==> config.mk <==
export PLATFORM = sky130hd
export DESIGN_NAME = remote_comm_pkt
export DESIGN_NICKNAME = d
export VERILOG_FILES = /design/src/rtl/remote_comm_pkt_pkg.sv /design/src/rtl/remote_comm_pkt_uart.sv /design/src/rtl/remote_comm_pkt.sv
export SDC_FILE = /design/constraint.sdc
export NUM_CORES = 1
export LEC_CHECK = 0
export ABC_AREA = 1
export CORE_MARGIN = 2
export CORE_UTILIZATION = 25
export DETAILED_ROUTE_END_ITERATION = 8
export GPL_TIMING_DRIVEN = 0
export HOLD_SLACK_MARGIN = 0.06
export PLACE_DENSITY = 0.48
export SLEW_MARGIN = 15
export SYNTH_ARGS = -nofsm -noshare
export SYNTH_HDL_FRONTEND = slang
export SYNTH_SLANG_ARGS = --single-unit
==> constraint.sdc <==
create_clock -name clk -period 1.9 [get_ports clk]
set_input_delay 0.285 -clock clk [delete_from_list [all_inputs] [get_ports clk]]
set_output_delay 0.285 -clock clk [all_outputs]
set_load 0.05 [all_outputs]
==> src/rtl/remote_comm_pkt_pkg.sv <==
// Shared FSM encoding and counter-width helpers for the remote-link
// packet command/response engine.
package remote_comm_pkt_pkg;

   typedef logic [1:0] state_t;

   localparam state_t S_IDLE      = 2'd0;
   localparam state_t S_LOAD      = 2'd1;
   localparam state_t S_WAIT_TX   = 2'd2;
   localparam state_t S_WAIT_RESP = 2'd3;

   // Byte counters carry one spare bit so the full count is representable.
   function automatic int cnt_width(input int n);
      return $clog2(n) + 1;
   endfunction

   function automatic int timeout_width(input int cyc);
      return $clog2(cyc);
   endfunction

endpackage

==> src/rtl/remote_comm_pkt_uart.sv <==
// 8N1 UART transceiver: one transmitter and one receiver sharing a baud
// divisor. tx_done is a level cleared by trmt; rx_rdy is a level cleared by clr_rx_rdy.
module remote_comm_pkt_uart #(
   parameter int BAUD_DIV = 2604
) (
   input  logic       clk,
   input  logic       rst_n,
   input  logic       RX,
   output logic       TX,
   output logic       rx_rdy,
   input  logic       clr_rx_rdy,
   output logic [7:0] rx_data,
   input  logic       trmt,
   input  logic [7:0] tx_data,
   output logic       tx_done
);

   localparam int BW = $clog2(BAUD_DIV) + 1;
   localparam logic [BW-1:0] BAUD_LAST = BW'(BAUD_DIV - 1);
   localparam logic [BW-1:0] BAUD_HALF = BW'(BAUD_DIV / 2);

   logic          tx_busy_q;
   logic [8:0]    tx_shift_q;
   logic [3:0]    tx_bits_q;
   logic [BW-1:0] tx_baud_q;
   logic          tx_done_q;

   // NOTE: sequential state uses non-blocking assignments only, so every
   // register samples pre-edge values regardless of statement order.
   always_ff @(posedge clk or negedge rst_n) begin
      if (!rst_n) begin
         tx_busy_q  <= 1'b0;
         tx_shift_q <= '1;
         tx_bits_q  <= '0;
         tx_baud_q  <= '0;
         tx_done_q  <= 1'b0;
      end else if (trmt) begin
         tx_shift_q <= {tx_data, 1'b0};
         tx_bits_q  <= '0;
         tx_baud_q  <= '0;
         tx_busy_q  <= 1'b1;
         tx_done_q  <= 1'b0;
      end else if (tx_busy_q) begin
         if (tx_baud_q == BAUD_LAST) begin
            tx_baud_q  <= '0;
            tx_shift_q <= {1'b1, tx_shift_q[8:1]};
            tx_bits_q  <= tx_bits_q + 1'b1;
            if (tx_bits_q == 4'd9) begin
               tx_busy_q <= 1'b0;
               tx_done_q <= 1'b1;
            end
         end else begin
            tx_baud_q <= tx_baud_q + 1'b1;
         end
      end
   end

   assign TX      = tx_shift_q[0];
   assign tx_done = tx_done_q;

   logic          rx_meta_q, rx_sync_q;
   logic          rx_busy_q;
   logic [3:0]    rx_bits_q;
   logic [BW-1:0] rx_baud_q;
   logic [7:0]    rx_shift_q;
   logic          rx_rdy_q;

   // Sample at mid-bit: first wait is half a period from the start edge.
   always_ff @(posedge clk or negedge rst_n) begin
      if (!rst_n) begin
         rx_meta_q  <= 1'b1;
         rx_sync_q  <= 1'b1;
         rx_busy_q  <= 1'b0;
         rx_bits_q  <= '0;
         rx_baud_q  <= '0;
         rx_shift_q <= '0;
         rx_rdy_q   <= 1'b0;
      end else begin
         rx_meta_q <= RX;
         rx_sync_q <= rx_meta_q;
         if (clr_rx_rdy) rx_rdy_q <= 1'b0;
         if (!rx_busy_q) begin
            if (!rx_sync_q) begin
               rx_busy_q <= 1'b1;
               rx_baud_q <= BAUD_HALF;
               rx_bits_q <= '0;
            end
         end else if (rx_baud_q == '0) begin
            rx_baud_q <= BAUD_LAST;
            rx_bits_q <= rx_bits_q + 1'b1;
            if (rx_bits_q == 4'd9) begin
               rx_busy_q <= 1'b0;
               rx_rdy_q  <= 1'b1;
            end else if (rx_bits_q != 4'd0) begin
               rx_shift_q <= {rx_sync_q, rx_shift_q[7:1]};
            end
         end else begin
            rx_baud_q <= rx_baud_q - 1'b1;
         end
      end
   end

   assign rx_rdy  = rx_rdy_q;
   assign rx_data = rx_shift_q;

endmodule

==> src/rtl/remote_comm_pkt.sv <==
// Packet-level UART command/response engine: sends a CMD_BYTES command MS
// byte first, then assembles a RESP_BYTES response or flags a timeout.
module remote_comm_pkt
   import remote_comm_pkt_pkg::*;
#(
   parameter int CMD_BYTES   = 2,
   parameter int RESP_BYTES  = 1,
   parameter int TIMEOUT_CYC = 1000000,
   parameter int BAUD_DIV    = 2604
) (
   input  logic                    clk,
   input  logic                    rst_n,
   input  logic                    send_cmd,
   input  logic [8*CMD_BYTES-1:0]  cmd,
   input  logic                    clr_resp_rdy,
   input  logic                    RX,
   output logic                    TX,
   output logic                    busy,
   output logic                    cmd_sent,
   output logic [8*RESP_BYTES-1:0] resp,
   output logic                    resp_rdy,
   output logic                    resp_timeout
);

   localparam int CW    = 8 * CMD_BYTES;
   localparam int RW    = 8 * RESP_BYTES;
   localparam int TXC_W = cnt_width(CMD_BYTES);
   localparam int RXC_W = cnt_width(RESP_BYTES);
   localparam int TO_W  = timeout_width(TIMEOUT_CYC);

   localparam logic [TXC_W-1:0] TX_LAST = TXC_W'(CMD_BYTES - 1);
   localparam logic [RXC_W-1:0] RX_LAST = RXC_W'(RESP_BYTES - 1);
   localparam logic [TO_W-1:0]  TO_TERM = TO_W'(TIMEOUT_CYC - 1);

   state_t           state_q, state_d;
   logic [CW-1:0]    shift_q, shift_d;
   logic [TXC_W-1:0] tx_cnt_q, tx_cnt_d;
   logic [RXC_W-1:0] rx_cnt_q, rx_cnt_d;
   logic [TO_W-1:0]  to_cnt_q, to_cnt_d;
   logic [RW-1:0]    resp_q, resp_d;
   logic             cmd_sent_q, cmd_sent_d;
   logic             resp_rdy_q, resp_rdy_d;
   logic             resp_timeout_q, resp_timeout_d;

   logic       trmt, tx_done, rx_rdy, clr_rx_rdy;
   logic [7:0] tx_data, rx_data;

   remote_comm_pkt_uart #(.BAUD_DIV(BAUD_DIV)) u_uart (
      .clk        (clk),
      .rst_n      (rst_n),
      .RX         (RX),
      .TX         (TX),
      .rx_rdy     (rx_rdy),
      .clr_rx_rdy (clr_rx_rdy),
      .rx_data    (rx_data),
      .trmt       (trmt),
      .tx_data    (tx_data),
      .tx_done    (tx_done)
   );

   assign trmt    = (state_q == S_LOAD);
   assign tx_data = shift_q[CW-1 -: 8];
   // Every received byte is consumed at once: accepted in WAIT_RESP, discarded elsewhere.
   assign clr_rx_rdy = rx_rdy;

   // NOTE: every next-state signal gets a default before the case so no
   // path leaves one unassigned and infers a latch.
   always_comb begin
      state_d        = state_q;
      shift_d        = shift_q;
      tx_cnt_d       = tx_cnt_q;
      rx_cnt_d       = rx_cnt_q;
      to_cnt_d       = to_cnt_q;
      resp_d         = resp_q;
      cmd_sent_d     = cmd_sent_q;
      resp_rdy_d     = resp_rdy_q & ~clr_resp_rdy;
      resp_timeout_d = 1'b0;
      case (state_q)
         S_IDLE: begin
            if (send_cmd) begin
               shift_d    = cmd;
               tx_cnt_d   = '0;
               cmd_sent_d = 1'b0;
               resp_rdy_d = 1'b0;
               state_d    = S_LOAD;
            end
         end
         S_LOAD: state_d = S_WAIT_TX;
         S_WAIT_TX: begin
            if (tx_done) begin
               if (tx_cnt_q == TX_LAST) begin
                  cmd_sent_d = 1'b1;
                  rx_cnt_d   = '0;
                  to_cnt_d   = '0;
                  state_d    = S_WAIT_RESP;
               end else begin
                  shift_d  = shift_q << 8;
                  tx_cnt_d = tx_cnt_q + 1'b1;
                  state_d  = S_LOAD;
               end
            end
         end
         S_WAIT_RESP: begin
            // A byte arriving on the terminal count beats the timeout.
            if (rx_rdy) begin
               resp_d   = RW'({resp_q, rx_data});
               rx_cnt_d = rx_cnt_q + 1'b1;
               to_cnt_d = '0;
               if (rx_cnt_q == RX_LAST) begin
                  resp_rdy_d = 1'b1;
                  state_d    = S_IDLE;
               end
            end else if (to_cnt_q == TO_TERM) begin
               resp_timeout_d = 1'b1;
               state_d        = S_IDLE;
            end else begin
               to_cnt_d = to_cnt_q + 1'b1;
            end
         end
         default: state_d = S_IDLE;
      endcase
   end

   always_ff @(posedge clk or negedge rst_n) begin
      if (!rst_n) begin
         state_q        <= S_IDLE;
         shift_q        <= '0;
         tx_cnt_q       <= '0;
         rx_cnt_q       <= '0;
         to_cnt_q       <= '0;
         resp_q         <= '0;
         cmd_sent_q     <= 1'b0;
         resp_rdy_q     <= 1'b0;
         resp_timeout_q <= 1'b0;
      end else begin
         state_q        <= state_d;
         shift_q        <= shift_d;
         tx_cnt_q       <= tx_cnt_d;
         rx_cnt_q       <= rx_cnt_d;
         to_cnt_q       <= to_cnt_d;
         resp_q         <= resp_d;
         cmd_sent_q     <= cmd_sent_d;
         resp_rdy_q     <= resp_rdy_d;
         resp_timeout_q <= resp_timeout_d;
      end
   end

   assign busy         = (state_q != S_IDLE);
   assign cmd_sent     = cmd_sent_q;
   assign resp         = resp_q;
   assign resp_rdy     = resp_rdy_q;
   assign resp_timeout = resp_timeout_q;

endmodule

# After elaboration in Yosys (flattened, before gate mapping)
# Index checks and enable logic that the tools add are counted.
[totals]
regBits = 109
input_bits = 21
[op_classes]
n_addsub = 7
n_eq_ne = 18
mux = 65
bitwise = 3
reduce_logical = 19
[ops]
columns = ["op", "count"]
rows = [
  ["20-bit 2-to-1 mux", 4],
  ["13-bit 2-to-1 mux", 6],
  ["16-bit 2-to-1 mux", 3],
  ["20-bit one-hot mux with 2 select lines", 1],
  ["16-bit one-hot mux with 2 select lines", 1],
  ["1-bit 2-to-1 mux", 27],
  ["9-bit 2-to-1 mux", 3],
  ["4-bit 2-to-1 mux", 6],
  ["4-bit AND reduction", 6],
  ["20-bit by 1-bit adder with 20-bit output, second input constant", 1],
  ["20-bit equality test, second input constant", 1],
  ["2-bit 2-to-1 mux", 9],
  ["13-bit by 1-bit adder with 13-bit output, second input constant", 1],
  ["13-bit by 12-bit equality test with 1-bit output, second input constant", 1],
  ["13-bit zero test", 1],
  ["13-bit by 1-bit subtractor with 13-bit output, second input constant", 1],
  ["2-bit nonzero test", 6],
  ["2-bit inequality test, second input constant", 5],
  ["4-bit by 1-bit adder with 4-bit output, second input constant", 2],
  ["4-bit equality test, second input constant", 2],
  ["2-bit one-hot mux with 4 select lines", 1],
  ["3-bit by 2-bit inequality test with 1-bit output, second input constant", 2],
  ["1-bit one-hot mux with 2 select lines", 3],
  ["2-bit AND reduction", 3],
  ["other kinds (12)", 16],
]

# Depth between registers and ports, before layout
# Gate-level depths: netlist of run 1.
[depth]
depth_word = 5
ltp_mapped = 11
depth_no_buf = 10

# Hierarchy
# From an unflattened synthesis of run 1, not the netlist that was laid out.
[unflattened]
hier_cells = 800
hier_area_um2 = 6087.1
[modules_own_cells]
columns = ["module", "instances", "cells_per_inst", "area_each_um2", "seq_area_each_um2"]
rows = [
  ["remote_comm_pkt_uart", 1, 419, 3128.0, 1440.1],
  ["remote_comm_pkt", 1, 381, 2959.1, 1301.2],
]

# Worst setup path before layout of run 1
# OpenSTA, ideal clock, no wires.
[synth_timing]
kind = "register to register"
start = "register state_q[0]"
end = "register tx_cnt_q[0]"
t_arrival_ns = 1.850
t_required_ns = 1.773
slack_ns = -0.077
path_stages_with_launch = 11
n_path_buf = 1
period_less_slack_ns = 1.977
cell_sequence = "dfrtp_1 inv_1 ha_1 inv_1 or2_1 o21ai_2 nor2_4 inv_2 nor2_1 buf_2 mux2i_1"
[synth_between]
elab_chain_len = 3
elab_cells_between_ends = 8
cone_classes = "eq/ne: 4; mux: 1; reduce/logical: 3"
[synth_rtl]
columns = ["item", "line_no", "source"]
rows = [
  ["from (decl)", "remote_comm_pkt.sv:35", "state_t state_q, state_d;"],
  ["from (signal assigned)", "remote_comm_pkt.sv:136", "state_q <= state_d;"],
  ["2-bit equality test / 2-bit zero test (equally long branches)", "remote_comm_pkt.sv:78", "case (state_q)"],
  ["2-bit inequality test (no source line) (tied with other cells)", "-", ""],
  ["4-bit AND reduction (no source line)", "-", ""],
  ["to (signal assigned)", "remote_comm_pkt.sv:138", "tx_cnt_q <= tx_cnt_d;"],
  ["to (decl)", "remote_comm_pkt.sv:37", "logic [TXC_W-1:0] tx_cnt_q, tx_cnt_d;"],
]
# Several ways; a longest one is shown, not always the timed one.
# A chain may end at the register's enable or synchronous reset.

# Worst setup path in the final report of run 1
[layout_timing]
start = "register u_uart.rx_baud_q[0]"
end = "register u_uart.rx_bits_q[3]"
[layout_between]
elab_chain_len = 3
[layout_rtl]
columns = ["item", "line_no", "source"]
rows = [
  ["from (decl)", "remote_comm_pkt_uart.sv:64", "logic [BW-1:0] rx_baud_q;"],
  ["from (signal assigned)", "remote_comm_pkt_uart.sv:98", "rx_baud_q <= rx_baud_q - 1'b1;"],
  ["13-bit zero test", "remote_comm_pkt_uart.sv:88", "end else if (rx_baud_q == '0) begin"],
  ["2-bit inequality test (no source line)", "-", ""],
  ["2-bit AND reduction (no source line)", "-", ""],
  ["to (signal assigned)", "remote_comm_pkt_uart.sv:90", "rx_bits_q <= rx_bits_q + 1'b1;"],
  ["to (decl)", "remote_comm_pkt_uart.sv:63", "logic [3:0] rx_bits_q;"],
]
# Every way passes these cells.

==> results of run 1 <==
## state kept, by name, indices dropped and copies added (netlist names), 4 cells and up
register and flops:
u_uart.tx_bits_q 4, u_uart.rx_baud_q 13, u_uart.rx_bits_q 4, shift_q 16, to_cnt_q 20, u_uart.tx_shift_q 9
resp 8, u_uart.tx_baud_q 13, u_uart.rx_data 8
## through the flow
step,utilization,total power [W]
2_1_floorplan,-,0.00458
3_3_place_gp,0.285,0.00527
3_5_place_dp,0.287,0.00528
4_1_cts,0.302,0.00732
5_1_grt,0.305,0.00788
6_report,0.305,0.00732
## critical path: stages (launching register included)
cell and delay, ps:
dfrtp_1 360, inv_1 140, ha_1 170, inv_1 50, nor3_1 240, nand2_1 100, nand2_1 240, nand2_1 210
nand2_1 90, o21ai_0 80
## repair_timing
action	CTS	global route
gates resized for setup	15	25
setup endpoints to repair	66	67
buffers inserted	1	1
hold buffers	1	0
hold endpoints to repair	47	0
pin swaps	1	1
## layer usage
layer | track usage | vias up | wire length (um)
li1 | - | 2443 | -
met1 | 0.158 | 2192 | 6820
met2 | 0.194 | 40 | 6160
met3 | 0.0220 | 9 | 288
met4 | 0.0275 | 0 | 122
met5 | 0 | - | 0
## cells in the final DEF, fill, tap and decap left out, types with 5 or more instances in the layout
master	instances
nand3_1	47
buf_4	5
clkbuf_16	9
nand2_1	194
nor2_4	5
inv_1	88
xnor2_1	5
nand4_1	16
dfrtp_1	95
a21oi_1	5
nor2_1	68
dfstp_2	11
ha_1	11
clkdlybuf4s50_1	28
clkbuf_1	5
inv_2	5
xor2_1	15
o21ai_2	5
o21ai_0	74
o21ai_1	16
nor3_1	14
## path summary, 6_finish.rpt
check	endpoint	startpoint	slack, ps	depth (start not counted)
max reg2reg	u_uart.rx_bits_q[3]$_DFFE_PN0P_	u_uart.rx_baud_q[0]$_DFFE_PN0P_	70	9
min reg2reg	u_uart.rx_sync_q$_DFF_PN1_	u_uart.rx_meta_q$_DFF_PN1_	370	0
min in group asynchronous	shift_q[3]$_DFFE_PN0P_	rst_n	450	2
max	u_uart.rx_bits_q[3]$_DFFE_PN0P_	u_uart.rx_baud_q[0]$_DFFE_PN0P_	70	9
max in group asynchronous	u_uart.tx_shift_q[5]$_DFFE_PN1P_	rst_n	750	3
min	u_uart.rx_meta_q$_DFF_PN1_	RX	330	1
## area by class of cell
type / instances / share of cell area
Timing Repair Buffer: 37 / 0.0545
Inverter: 97 / 0.0542
Sequential cell: 109 / 0.399
Multi-Input combinational cell: 512 / 0.385
Clock inverter: 6 / 0.00909
Clock buffer: 10 / 0.0347
Tap cell: 285 / 0.0518
Buffer: 13 / 0.0122
## logic make-up (layout without fill, tap and decap cells)
group	after synthesis	count (layout)	synth area share
compound gates	112	112	0.106
buf+inv	110	163	0.0759
mux	4	4	0.00698
simple gates	362	362	0.273
fa+ha+maj	14	14	0.0305
xor+xnor	20	20	0.0305
flops	109	109	0.478
## where the power goes
part           switching [W]  leakage, nW  internal (W)
clock               0.000971        0.149      0.000966
combinational        0.00155         1.52      0.000836
sequential          0.000229         1.40       0.00276
total                0.00275         3.07       0.00457
==> run metrics, run 1 <==
multi-input logic area 0.00265 sq mm; CTS Buf Count 9; Routability Congestion 0.791; max_cap viols 0; final critical-path required period 1830 ps; placement row count 55; floorplan core area 0.0226 sq mm; Worst EP required 2110 ps; number of nets still failing antenna checks after routing 0; Longest Clk Path Bufs 2; cell at the root of the clock tree clkbuf_16; setup repair after global routing missed its margin yes; reported leakage power 3.07 nW; Final Max Slew Viols 0; Setup-failing EPs final 0; post-place setup slack -284 ps; dominant cell type by area after synthesis dfrtp_1; critical path class reg -> reg; Initial Utilization 0.254; post-synthesis instance area 0.00574 sq mm; register bit total from synthesis 109; most instantiated cells after synthesis nand2_1 (195), dfrtp_1 (98), inv_1 (92); width of the die 156 um; status complete, no violations; number of design rule violations left after detail routing 0; die boundary height 156 um; initial antenna violation count 0; Iteration-0 DRC Markers 175; power density over the cells 1060 mW/mm^2; die outline area 0.0242 sq mm; type of element launching the critical path register; sum of overflow across all layers after global routing 0; clock insertion delay at the later pin of the skew report 360 ps; first-pass GRT wire length 23000 um; dpl hpwl 9700 um; Synthesis Warnings 0; Mapped Cells 731; Fin Clk Skew 19.0 ps; register area share after synthesis 0.478; final cell area excluding filler cells 0.00688 sq mm; Post-synth EDFFs 0; Relative slew margins 0.604; Cell Count Post-Placement 1050; area share of the largest cell type after synthesis 0.427; total wirelength of the detailed-routed design 13400 um; Avg Inst Size Synth 7.85 sq um; fmax 547 MHz; share of the cycle needed by the critical path after routing 0.963; final instance count without filler cells 1069; Post-Place Cell Area 0.00647 sq mm; pin count of the biggest net entering global routing 58; leading post-synthesis cells by cell area dfrtp_1 (43%), nand2_1 (13%), o21ai_0 (6.9%); register clock-pin slew on the reported worst setup and hold paths 80 ps; worst slack on hold paths 327 ps; Boundary Pins 34; post-synth net total 766; via count normalized by instance count 4.38; total global-route track usage 0.117; Critical Path Fanout Max 6; area growth from synthesis to layout 20.0%; CTS tree done; cell with the most instances after synthesis nand2_1; Worst-Margin Slew 596 ps; Nets 814; nature of the critical path endpoint register; H-tree Lvls 3; fraction of final layout cells with drive strength greater than 1 0.103; final hold violation count 0; path class of the lowest-slack min-delay path in -> reg; n_diodes 0; post-route worst setup slack 70.5 ps; number of filler instances in the final layout 2426; number of port buffers 33; clock sink count 109; Top FF cell, synth dfrtp_1; post-synth cell types 37; drt pass-1 iters 4; area used by sequential logic in the layout 0.00275 sq mm; maximum vdd drop 0.495 mV; total negative slack 0 ps; number of global-route vias before repair 4699; async set-reset flop share out of synthesis 1.00; mean routed wirelength per cell 12.5 um; total via count after detailed routing 4684; critical path data arrival time 2040 ps
No activity file was read; power rests on OpenSTA's default activity.
==> run 2: changes to the inputs <==
--- a/config.mk
+++ b/config.mk
@@ -15,4 +15,5 @@
 export SLEW_MARGIN = 15
 export SYNTH_ARGS = -nofsm -noshare
 export SYNTH_HDL_FRONTEND = slang
+export SYNTH_HIERARCHICAL = 1
 export SYNTH_SLANG_ARGS = --single-unit
==> run 2 against run 1 <==
Routed wire length rose by 10%. Clock-buffer cell count decreased by 1. Global-route usage up 0.22 points. Sequential power down 2%. Fmax down 1.0%. Sequential cell count unchanged. Clock skew shrank 9.2 ps. Total power up 4.4%. Combinational power increased by 8%. Synthesized cell count rose by 9.4%.
==> run metrics, run 2 <==
commonest cells after routing, fill and taps aside nand2_1 (277), dfrtp_1 (98), nor2_1 (71); post-place setup slack -189 ps (+94.9 ps); critical path data arrival time 1560 ps (-480 ps); cell at the root of the clock tree clkbuf_16; Top Registers to_cnt_q (20), shift_q (16); Reg power frac 0.385 (-0.024); Worst Reg2Reg Path Length in Cells 12 (+3); critical path class reg -> out; count of cell instances traversed by the critical path 1 (-8); Top FF cell, synth dfrtp_1; Longest Clk Path Bufs 2 (unchanged); total via count after detailed routing 5220 (+11%); initial antenna violation count 0 (unchanged); worst slack on hold paths 334 ps (+7.42 ps); floorplan core area 0.0241 sq mm (+6.8%); number of flip-flops in the largest register 20 (unchanged); pin count of the biggest net entering global routing 70 (+21%); via count normalized by instance count 4.39 (+0.28%); clock sink count 109 (unchanged); CTS tree done; Nets 894 (+9.8%); dominant cell type by area after synthesis dfrtp_1; power spent charging and discharging nets 0.00274 W (-0.64%); dpl hpwl 10400 um (+7.0%); area growth from synthesis to layout 21.2%; path class of the lowest-slack min-delay path in -> reg; final hold violation count 0 (unchanged); post-synth net total 835 (+9.0%); register area share after synthesis 0.450 (-0.0274); share of the cycle needed by the critical path after routing 0.973 (+0.0101); reported leakage power 3.40 nW (+11%); Relative slew margins 0.579 (-0.0254); fraction of final layout cells with drive strength greater than 1 0.133 (+0.0298); first-pass GRT wire length 25100 um (+9.3%); fmax 541 MHz (-1.0%); die outline area 0.0256 sq mm (+5.9%); Iteration-0 DRC Markers 258 (+47%); number of global-route vias before repair 5063 (+7.7%); register bit total from synthesis 109 (unchanged); number of design rule violations left after detail routing 0 (unchanged); final critical-path required period 1850 ps (+19.3 ps); post-synth cell types 44 (+19%); Boundary Pins 34 (unchanged); clock network fraction of total power 0.278 (+0.013); placement row count 57 (+3.6%); width of the die 160 um (+2.9%); setup repair after global routing missed its margin yes; Hold Crit Depth 1 (unchanged); number of port buffers 33 (unchanged); sum of overflow across all layers after global routing 0 (unchanged); H-tree Lvls 3 (unchanged); Buf+Inv Stages, Crit Path 1 (-1); Reg2Reg Setup Slack 100 ps (+30 ps); Hold Path Sink u_uart/rx_meta_q$_DFF_PN1_; area share of the largest cell type after synthesis 0.403 (-0.0245); total global-route track usage 0.119 (+0.00224); mean routed wirelength per cell 12.4 um (-0.99%); most frequent standard cell in the layout excluding fill and tap cells nand2_1; nature of the critical path endpoint output port; status complete, no violations; Mapped Cells 800 (+9.4%); number of filler instances in the final layout 2647 (+9.1%); most instantiated cells after synthesis nand2_1 (277), dfrtp_1 (98), nor2_1 (74); cell with the largest stage delay on the worst path clkdlybuf4s50_1; post-route worst setup slack 51.2 ps (-19.3 ps); n_diodes 0 (unchanged); post-synthesis instance area 0.00609 sq mm (+6.1%); portion of total power attributed to combinational logic 0.337 (+0.010); Worst-Margin Slew 631 ps (+35.8 ps); max_cap viols 0 (unchanged); Final Max Slew Viols 0 (unchanged); Post-Route Utilization 0.306 (+0.000990); total wirelength of the detailed-routed design 14700 um (+10%); Largest delay share family, worst path buffers and inverters; worst path cell trace clkdlybuf4s50_1; global routing usage on met2 0.196 (+0.00152); total negative slack 0 ps (unchanged); type of element launching the critical path register; Fin Clk Skew 9.86 ps (-9.17 ps); Worst EP required 1620 ps (-490 ps); Initial Utilization 0.253 (-0.00170); clock insertion delay at the later pin of the skew report 350 ps (about the same); Avg Inst Size Synth 7.61 sq um (-3.1%); switching share of power 0.358 (-0.0183); cell with the most instances after synthesis nand2_1; die boundary height 160 um (+2.9%); Critical Path Fanout Max 2 (-4); Top Usage Layer GRT met2; leading post-synthesis cells by cell area dfrtp_1 (40%), nand2_1 (17%), nand3_1 (5.6%); Internal Dissipation 0.00491 W (+7.5%); Routability Congestion 0.793 (+0.28%); critical register-to-register path endpoint to_cnt_q[5]$_DFFE_PN0P_; register clock-pin slew on the reported worst setup and hold paths 80 ps (about the same); power density over the cells 1040 mW/mm^2 (-2.5%); met3 Use GR 0.0223 (+0.000332); async set-reset flop share out of synthesis 1.00 (unchanged); maximum vdd drop 0.595 mV (+20%); top register by number of flip-flops to_cnt_q; Post-synth EDFFs 0 (unchanged); slowest stage delay, CP 820 ps (+460 ps); Setup-failing EPs final 0 (unchanged); hold path startpoint RX; Overall Power 0.00764 W (+4.4%); CTS Buf Count 9 (unchanged); number of nets still failing antenna checks after routing 0 (unchanged); GR met1 Demand/Resource 0.161 (+0.00268); Reg-to-Reg Start state_q[0]$_DFFE_PN0P_; drt pass-1 iters 5 (+1); Synthesis Warnings 6 (+6)
==> run 2: cell count changes in the layout (fill, tap and decap cells not counted), sizes merged, moves of 14 or more <==
cell   before  now
inv        99   70
o21ai      96   57
nand2     199  282
nand3      49   70
buf        10   27
nor2       75   89
==> run 2: kinds of logic (layout without fill, tap and decap cells) <==
group	Yosys count	in the layout	synth area share
and+or+nand+nor	495	496	0.364
DFF	109	109	0.450
buffers and inverters	92	155	0.0656
AOI/OAI and AO/OA	77	77	0.0726
adders and majority gates	14	14	0.0288
xor gates and xnor gates	13	13	0.0187
==> run 2: worst max-delay path by stage <==
stage / from / endpoint
floorplan: state_q[1]$_DFFE_PN0P_ / shift_q[14]$_DFFE_PN0P_
global placement: rst_n / resp[3]$_DFFE_PN0P_
detailed placement: state_q[0]$_DFFE_PN0P_ / to_cnt_q[0]$_DFFE_PN0P_
CTS: state_q[1]$_DFFE_PN0P_ / busy
global route: state_q[0]$_DFFE_PN0P_ / to_cnt_q[5]$_DFFE_PN0P_
finish: resp_rdy$_DFF_PN0_ / resp_rdy
==> run 2: power by group through the flow <==
stage                     Combinational (W)  Sequential, W  Clock [W]
after floorplan                     0.00167        0.00294          0
after global placement              0.00228        0.00298          0
after detailed placement            0.00230        0.00299          0
after CTS                           0.00239        0.00294    0.00223
after global routing                0.00293        0.00299    0.00231
final                               0.00257        0.00294    0.00213
==> run 2: cell type report <==
type	count	area, sq um	area share
Timing Repair Buffer	47	455	0.0617
Buffer	18	136	0.0185
Multi-Input combinational cell	600	3010	0.407
Clock buffer	9	225	0.0305
Tap cell	324	405	0.0550
Clock inverter	7	110	0.0149
Inverter	74	297	0.0402
Sequential cell	109	2740	0.372
==> run 2: per-stage QoR <==
step | area [sq um] | std cells
2_1_floorplan | 6090 | 800
3_3_place_gp | 6830 | 1157
3_5_place_dp | 6860 | 1158
4_1_cts | 7250 | 1179
5_1_grt | 7380 | 1188
6_report | 7380 | 1188
==> run 2: per-layer routing <==
metal  vias up  share of wire
li1       2694              -
met1      2431           0.50
met2        82           0.46
met3        13          0.029
met4         0          0.012
met5         -              0
==> run 2: timing repair <==
item                                    in CTS  in global routing
endpoints found under the hold margin       32                  0
pin swaps                                    3                  4
buffers inserted                             4                  8
endpoints found under the setup margin      39                 41
hold buffers                                 1                  0
gates cloned                                 0                  1
resized for setup                           12                 24
==> run 3: changes to the inputs <==
--- a/config.mk
+++ b/config.mk
@@ -6,12 +6,13 @@
 export NUM_CORES = 1
 export LEC_CHECK = 0
 export ABC_AREA = 1
-export CORE_MARGIN = 2
-export CORE_UTILIZATION = 25
+export CORE_MARGIN = 8
+export CORE_UTILIZATION = 33
 export DETAILED_ROUTE_END_ITERATION = 8
 export GPL_TIMING_DRIVEN = 0
 export HOLD_SLACK_MARGIN = 0.06
-export PLACE_DENSITY = 0.48
+export PLACE_DENSITY = 0.57
+export RECOVER_POWER = 25
 export SLEW_MARGIN = 15
 export SYNTH_ARGS = -nofsm -noshare
 export SYNTH_HDL_FRONTEND = slang
==> run 3 against run 2 <==
Worst hold slack improved by 25 ps. First-iteration DRC count increased by 27%. Cell area shrank 2.6%. Critical path type unchanged. Largest power group unchanged.
==> run metrics, run 3 (synthesized netlist as in run 2, its figures left out) <==
Post-Place Cell Area 0.00674 sq mm (-1.7%); Fin Clk Skew 11.2 ps (+1.34 ps); worst path cell trace clkdlybuf4s50_1; Iteration-0 DRC Markers 327 (+27%); H-tree Lvls 3 (unchanged); floorplan core area 0.0180 sq mm (-25%); final critical-path required period 1820 ps (-26.0 ps); area growth from synthesis to layout 18.0%; n_diodes 0 (unchanged); CTS tree done; mean routed wirelength per cell 13.3 um (+7.5%); Largest delay share family, worst path buffers and inverters; width of the die 152 um (-5.1%); number of flip-flops in the largest register 20 (unchanged); number of global-route vias before repair 4923 (-2.8%); most frequent standard cell in the layout excluding fill and tap cells nand2_1; Initial Utilization 0.338 (+0.0852); cell at the root of the clock tree clkbuf_16; slowest stage delay, CP 810 ps (about the same); number of port buffers 33 (unchanged); via count normalized by instance count 4.76 (+8.3%); path class of the lowest-slack min-delay path reg -> reg; maximum vdd drop 0.627 mV (+5.4%); Setup-failing EPs final 0 (unchanged); total global-route track usage 0.127 (+0.00815); Critical Path Fanout Max 2 (unchanged); Worst EP required 1620 ps (about the same); drt pass-1 iters 5 (unchanged); fraction of final layout cells with drive strength greater than 1 0.126 (-0.00723); met3 Use GR 0.0313 (+0.00899); number of nets still failing antenna checks after routing 0 (unchanged); register clock-pin slew on the reported worst setup and hold paths 80 ps (about the same); Post-Route Utilization 0.398 (+0.0924); commonest cells after routing, fill and taps aside nand2_1 (277), dfrtp_1 (98), nor2_1 (71); reported leakage power 3.43 nW (+0.91%); Boundary Pins 34 (unchanged); status complete, no violations; final cell area excluding filler cells 0.00718 sq mm (-2.6%); power density over the cells 1030 mW/mm^2 (-0.16%); type of element launching the critical path register; Cell Count Post-Placement 1063 (-8.2%); GR met1 Demand/Resource 0.164 (+0.00337); final hold violation count 0 (unchanged); number of filler instances in the final layout 1849 (-30%); top register by number of flip-flops to_cnt_q; Final Max Slew Viols 0 (unchanged); clock sink count 109 (unchanged); Longest Clk Path Bufs 2 (unchanged); total wirelength of the detailed-routed design 14500 um (-1.6%); global routing usage on met2 0.210 (+0.0144); nature of the critical path endpoint output port; final instance count without filler cells 1087 (-8.5%); Buf+Inv Stages, Crit Path 1 (unchanged); CTS Buf Count 9 (unchanged); critical path data arrival time 1540 ps (-20 ps); total via count after detailed routing 5172 (-0.92%); placement row count 49 (-14%); die boundary height 152 um (-5.1%); initial antenna violation count 0 (unchanged); Relative slew margins 0.455 (-0.124); Top Usage Layer GRT met2; first-pass GRT wire length 24800 um (-1.1%); sum of overflow across all layers after global routing 0 (unchanged); Routability Congestion 0.857 (+8.1%); Worst-Margin Slew 818 ps (+186 ps); number of design rule violations left after detail routing 0 (unchanged); Nets 888 (-0.67%); share of the cycle needed by the critical path after routing 0.959 (-0.0137); critical path class reg -> out; dpl hpwl 10400 um (+0.39%); Top Registers to_cnt_q (20), shift_q (16); die outline area 0.0230 sq mm (-10%); pin count of the biggest net entering global routing 56 (-20%); cell with the largest stage delay on the worst path clkdlybuf4s50_1; clock insertion delay at the later pin of the skew report 360 ps (about the same); max_cap viols 0 (unchanged); fmax 549 MHz (+1.4%)
## run 3: cell count changes in the layout (fill, tap and decap cells not counted), sizes merged, moves of 2 or more
cell / previous run / this run
clkinvlp: 3 / 1
dlymetal6s2s: 1 / 4
buf: 27 / 20
clkdlybuf4s50: 29 / 24
inv: 70 / 72
## run 3: what timing repair did
item                       4_1_cts  5_1_grt
setup endpoints to repair       39       47
gates cloned                     1        0
hold endpoints to repair        45        0
pin swaps                        4        2
buffers inserted                 3        3
resized for setup                9       32
hold buffers                     1        0
## run 3: worst reg2reg max path, cell delays in order (launching register included)
cell     delay, ps
dfrtp_1        420
ha_1           190
buf_6          150
inv_1           80
nor2_4         210
nand4_4        160
nand2_2        100
buf_6          140
buf_6          160
nand2_1         70
o21ai_2         60
## run 3: worst paths after layout
| check | cells past startpoint | slack, ps | startpoint | endpoint |
|---|---|---|---|---|
| setup / recovery | 1 | 80 | resp[1]$_DFFE_PN0P_ | resp[1] |
| hold / removal | 0 | 360 | u_uart/rx_meta_q$_DFF_PN1_ | u_uart/rx_sync_q$_DFF_PN1_ |
| setup reg to reg | 10 | 100 | state_q[0]$_DFFE_PN0P_ | to_cnt_q[6]$_DFFE_PN0P_ |
| hold reg to reg | 0 | 360 | u_uart/rx_meta_q$_DFF_PN1_ | u_uart/rx_sync_q$_DFF_PN1_ |
| max in group asynchronous | 3 | 530 | rst_n | u_uart/rx_meta_q$_DFF_PN1_ |
| min in group asynchronous | 2 | 580 | rst_n | to_cnt_q[3]$_DFFE_PN0P_ |
## run 3: cell type report
class / count / area [sq um] / share of cell area
sequential: 109 / 2740 / 0.382
inverter: 74 / 293 / 0.0408
timing repair buffer: 41 / 419 / 0.0584
multi-input combinational: 600 / 2990 / 0.417
clock buffer: 9 / 225 / 0.0314
tap: 229 / 287 / 0.0399
clock inverter: 7 / 83.8 / 0.0117
buffer: 18 / 139 / 0.0193
## run 3: where the power goes
group / switching [W] / internal (W)
Sequential: 0.000229 / 0.00272
Combinational: 0.00154 / 0.000962
Clock: 0.000930 / 0.00105
## run 3: per-layer routing
metal  routed length (um)  part of all wire
met3                  438             0.030
met5                    0                 0
met1                 6920              0.48
met4                  178             0.012
met2                 6960              0.48
## run 3: metrics by stage
stage | power [W] | hold WS (ps) | setup TNS, ps | setup WS [ps]
2_1_floorplan | 0.00461 | -10.6 | 0 | 22.7
3_3_place_gp | 0.00521 | 347 | -410930 | -3910
3_5_place_dp | 0.00526 | 292 | -2170 | -161
4_1_cts | 0.00736 | 305 | 0 | 0.762
5_1_grt | 0.00798 | 364 | -43.5 | -13.3
6_report | 0.00743 | 359 | 0 | 77.3
